==> src/rtl/ram_stream_loader.sv <==
// rtl/ram_stream_loader.sv - packs a byte stream into RAM byte/halfword/word writes and holds the CPU until loaded
module ram_stream_loader #(
  parameter int ADDR_W     = 9,
  parameter int BYTE_W     = 8,
  parameter int LANES      = 4,
  parameter int BASE_ADDR  = 0,
  parameter int BIG_ENDIAN = 1,
  parameter int ACK_TMO    = 64
) (
  input  logic                    Clk,
  input  logic                    Clr,
  input  logic                    Start,
  input  logic [1:0]              Mode,
  input  logic [ADDR_W:0]         Len,
  input  logic                    InValid,
  input  logic [BYTE_W-1:0]       InByte,
  output logic                    InReady,
  output logic                    MemWrite,
  output logic [ADDR_W-1:0]       MemAddr,
  output logic [BYTE_W*LANES-1:0] MemData,
  output logic [LANES-1:0]        MemBE,
  input  logic                    MemAck,
  output logic                    Busy,
  output logic                    Done,
  output logic [1:0]              Err,
  output logic                    CpuHold
);

  localparam int LW = (LANES > 1) ? $clog2(LANES) : 1;
  localparam int KW = LW + 1;
  localparam int RW = ADDR_W + 1;
  localparam int SW = ADDR_W + 2;
  localparam logic [SW-1:0] addr_limit = {2'b01, {ADDR_W{1'b0}}};
  localparam logic [LW-1:0] lane_max   = LW'(LANES - 1);

  typedef enum logic [2:0] {
    st_idle, st_collect, st_wait_ack, st_done, st_error
  } state_t;

  state_t                    state, state_nx;
  logic [RW-1:0]             addr;
  logic [RW-1:0]             remaining;
  logic [KW-1:0]             k;
  logic [BYTE_W*LANES-1:0]   pack;
  logic [LANES-1:0]          be;
  logic [1:0]                mode_r;
  logic [1:0]                err_r;
  logic [15:0]               tmo;

  logic [KW-1:0]             unit_size;
  logic [RW-1:0]             unit_bytes;
  logic [SW-1:0]             unit_end;
  logic                      ovf;
  logic                      accept;
  logic                      last_byte;
  logic                      ack_tmo_hit;
  logic [LW-1:0]             lane_lin;
  logic [LW-1:0]             lane;

  always_comb begin
    case (mode_r)
      2'b00:   unit_size = KW'(1);
      2'b01:   unit_size = KW'(2);
      default: unit_size = KW'(LANES);
    endcase
  end

  // Overflow is judged before the first byte of a unit, so an out-of-range unit never collects data.
  assign unit_bytes  = (remaining < RW'(unit_size)) ? remaining : RW'(unit_size);
  assign unit_end    = SW'(addr) + SW'(unit_bytes);
  assign ovf         = (state == st_collect) && (k == '0) && (unit_end > addr_limit);
  assign accept      = (state == st_collect) && !ovf && InValid;
  assign last_byte   = accept && ((k + KW'(1) == unit_size) || (remaining == RW'(1)));
  assign ack_tmo_hit = (tmo == 16'(ACK_TMO - 1)) && !MemAck;
  assign lane_lin    = addr[LW-1:0] + k[LW-1:0];
  assign lane        = (BIG_ENDIAN != 0) ? (lane_max - lane_lin) : lane_lin;

  always_ff @(posedge Clk or posedge Clr) begin
    if (Clr) state <= st_idle;
    else     state <= state_nx;
  end

  always_comb begin
    state_nx = state;
    case (state)
      st_idle, st_done, st_error: begin
        if (Start) begin
          if (Mode == 2'b11)  state_nx = st_error;
          else if (Len == '0) state_nx = st_done;
          else                state_nx = st_collect;
        end
      end
      st_collect: begin
        if (ovf)            state_nx = st_error;
        else if (last_byte) state_nx = st_wait_ack;
      end
      st_wait_ack: begin
        if (MemAck)           state_nx = (remaining == '0) ? st_done : st_collect;
        else if (ack_tmo_hit) state_nx = st_error;
      end
      default: state_nx = st_idle;
    endcase
  end

  always_ff @(posedge Clk or posedge Clr) begin
    if (Clr) begin
      addr      <= '0;
      remaining <= '0;
      k         <= '0;
      pack      <= '0;
      be        <= '0;
      mode_r    <= '0;
      err_r     <= '0;
      tmo       <= '0;
    end else begin
      tmo <= '0;
      case (state)
        st_idle, st_done, st_error: begin
          if (Start) begin
            mode_r    <= Mode;
            addr      <= RW'(BASE_ADDR);
            remaining <= Len;
            k         <= '0;
            pack      <= '0;
            be        <= '0;
            err_r     <= (Mode == 2'b11) ? 2'b11 : 2'b00;
          end
        end
        st_collect: begin
          if (ovf) begin
            err_r <= 2'b10;
          end else if (accept) begin
            pack[lane*BYTE_W +: BYTE_W] <= InByte;
            be[lane]                    <= 1'b1;
            k                           <= k + KW'(1);
            remaining                   <= remaining - RW'(1);
          end
        end
        st_wait_ack: begin
          if (MemAck) begin
            addr <= addr + RW'(unit_size);
            pack <= '0;
            be   <= '0;
            k    <= '0;
          end else if (ack_tmo_hit) begin
            err_r <= 2'b01;
            pack  <= '0;
            be    <= '0;
          end else begin
            tmo <= tmo + 16'd1;
          end
        end
        default: ;
      endcase
    end
  end

  always_comb begin
    InReady  = (state == st_collect) && !ovf;
    MemWrite = (state == st_wait_ack);
    Busy     = (state == st_collect) || (state == st_wait_ack);
    Done     = (state == st_done);
    CpuHold  = (state != st_done);
    MemAddr  = addr[ADDR_W-1:0];
    MemData  = pack;
    MemBE    = be;
    Err      = err_r;
  end

endmodule
==> config.mk <==
export PLATFORM = sky130hd
export DESIGN_NAME = ram_stream_loader
export DESIGN_NICKNAME = d
export VERILOG_FILES = /design/src/rtl/ram_stream_loader.sv
export SDC_FILE = /design/constraint.sdc
export NUM_CORES = 1
export LEC_CHECK = 0
export CORE_UTILIZATION = 36
export CTS_CLUSTER_DIAMETER = 30
export DETAILED_ROUTE_END_ITERATION = 6
export HOLD_SLACK_MARGIN = 0.03
export PLACE_DENSITY = 0.59
export RECOVER_POWER = 50
export SLEW_MARGIN = 20
export SYNTH_ARGS = -nofsm -noshare
export SYNTH_HDL_FRONTEND = slang
export SYNTH_SLANG_ARGS = --single-unit
==> constraint.sdc <==
create_clock -name Clk -period 9.86 [get_ports Clk]
set_clock_uncertainty 0.2 [all_clocks]
set_input_delay 0.986 -clock Clk [delete_from_list [all_inputs] [get_ports Clk]]
set_output_delay 0.986 -clock Clk [all_outputs]
set_load 0.02 [all_outputs]
==> out/qor.txt <==
run status: complete, but fails checks
failing checks: capacitance limit, slew limit
crit-path leading delay family: simple AND/OR/NAND/NOR gates
Post-synth EDFFs: 0
root buffer cell: clkbuf_16
flop2flop setup slack: 4.27 ns
CP startpoint kind: flip-flop
Worst Setup End Kind: primary output
Reg clk slew, reported paths: 0.06 ns
Met3 Wirelength: 525 µm
critical path fanouts, max: 8
number of global-route vias before repair: 3785
met1 WL: 5270 µm
IO Port Bufs: 76
share of cells above drive strength 1: 5.21%
footprint of the multi-input gates: 0.00250 mm²
GRT overflow: 0
register area share after synthesis: 43.2%
total track usage: 17.7%
CTS Sinks: 82
post-CTS sizing: 0
top layer in use: met4
Die Wd: 117 µm
Inserted Clock Buffers: 9
Reg2Reg Capture Point: MemData[15]
Fin. Hold Viols: 0
Clock Latency Late Sink: 0.34 ns
antenna diode count: 0
DR vias: 3949
global-route wire length before repair: 18700 µm
register area: 0.00205 mm²
most frequent cells in the layout: dfrtp_1, clkdlybuf4s50_1, nor2_1
Cells on Worst Hold Path: 1
Peak VDD IR: 127 µV
Final WS setup: 3.24 ns
Syn Area/Cell: 9.48 µm²
Async S/R FF share, synth: 100%
Core Region: 0.0127 mm²
row cnt: 41
iteration count of the initial detailed-routing pass: 4
clock tree buffer depth: 2
final setup TNS: 0 ns
WS Path Type: flip-flop to primary output
die area: 0.0136 mm²
post-route ant nets: 0
Synth Cell Area: 0.00475 mm²
CTS Hold Bufs: 0
Crit path required time: 8.67 ns
commonest non-fill, non-tap cell in the layout: dfrtp_1
Cells after Synth: 501
Final Net Count: 626
worst min-delay path class: flip-flop to flip-flop
H-tree levels: 3
Max stage delay on crit path: 0.62 ns
met2 WL post-DR: 5450 µm
largest net degree at the start of global routing: 83
DR iter-0 viols: 234
Rel. slew slack: -196%
cell depth of the worst flop-to-flop path: 15
IO Pins: 77
DPL Wire Length: 8410 µm
Synth Warn #: 0
max-cap violations: 1
final period utilization: 67.2%
Wirelength per Cell: 15.2 µm
Hold EP: MemData[25]
Slew @ Worst Pin: 4.44 ns
RSZ-0062 raised after global routing: false
fmax: 151 MHz
Routed WL: 11300 µm
synthesis-stage register bit count: 82
max-slew violation count: 83
Tmin final: 6.62 ns
Cell variety after synth: 56
leakage: 2.65 nW
Hold Startpoint: MemData[25]
Chip Height: 117 µm
number of buffers added for setup after CTS: 0
critical-path cell list: or4_1, nor3_1, nand3_1, nand2_1, o21ai_0, ha_1, fa_1, a21o_1, a221o_1, or3_1, a2111o_1, o2111a_1, nand2b_1, inv_1, clkdlybuf4s50_1
crit path buf inv count: 2
Initial Util: 37.3%
Setup WS pre-CTS: 3.64 ns
CTS tree: yes
Pwr Density: 220 mW/mm²
Final setup viols: 0
prevailing post-synth register cell: dfrtp_1
drt drc: 0
FILL cells: 1286
DR vias/cell: 5.28
worst hold margin: 0.299 ns
RePlAce Congestion: 0.867
worst r2r src: remaining[4]
Final Power: 0.00130 W
Crit path arrival time: 5.44 ns
Crit-path slowest cell: clkdlybuf4s50_1
Area Growth Syn to Fin: 24.6%
antenna violations before repair: 0
-- synthesized netlist by cell type (9+ instances only) --
library cell,count,area (µm²)
clkbuf_1,12,45.0
a21oi_1,36,180
o21ai_0,34,170
ha_1,28,350
nor2_1,50,188
a22o_1,33,289
xor2_1,12,105
buf_4,9,67.6
nand3_1,21,105
inv_1,24,90.1
nand2_1,39,146
xnor2_1,15,131
dfrtp_1,82,2050
-- layout make-up --
| cell class | count | share of cell area (%) |
|---|---|---|
| multi-input cells | 376 | 42.3 |
| clock buffers | 9 | 3.81 |
| well taps | 172 | 3.64 |
| inverters | 24 | 1.54 |
| repair buffers | 78 | 13.1 |
| flip-flops and latches | 82 | 34.7 |
| clock inverters | 7 | 0.910 |
-- metal layers --
metal | vias to the layer above | global-route usage [%]
li1 | 1942 | -
met1 | 1901 | 23.1
met2 | 97 | 29.3
met3 | 9 | 4.58
met4 | 0 | 4.56
met5 | - | 0
-- how the worst max path moves through the flow --
stage | endpoint | startpoint | slack (ns) | depth (start not counted)
detailed placement | InReady | remaining[4] | 3.64 | 15
floorplan | InReady | remaining[4] | 4.67 | 14
finish | InReady | remaining[4] | 3.24 | 15
global route | InReady | remaining[4] | 3.01 | 15
CTS | InReady | remaining[4] | 3.24 | 15
global placement | InReady | remaining[4] | 3.73 | 15
-- state kept, by name (all words and copies together), names as in the netlist --
name / cells
state: 3
remaining: 10
k: 3
tmo: 16
addr: 10
Err: 2
MemData: 32
MemBE: 4
mode_r: 2
-- report_power, final --
part | leakage (nW) | switching (W) | internal (W)
sequential | 1.10 | 0.0000617 | 0.000393
clock | 0.128 | 0.000145 | 0.000172
combinational | 1.42 | 0.000326 | 0.000204
total | 2.65 | 0.000533 | 0.000770
-- logic make-up after synthesis --
logic type,count (synthesis),synth area share (%)
buffers and inverters,49,4.69
AND/OR/NAND/NOR,166,17.1
flip-flops,82,43.2
multiplexers,4,0.896
AO/OA/AOI/OAI,142,20.8
XOR/XNOR,27,4.98
other,1,0.0790
adder cells (fa/ha/maj),30,8.22
-- metrics by stage --
stage,cells,cell area (µm²),util (%)
detailed placement,732,5630,44.2
CTS,748,5910,46.4
global route,748,5910,46.5
global placement,732,5630,44.2
finish,748,5910,46.5
floorplan,507,4770,-
Note: power is estimated with default switching activity, not from simulation.
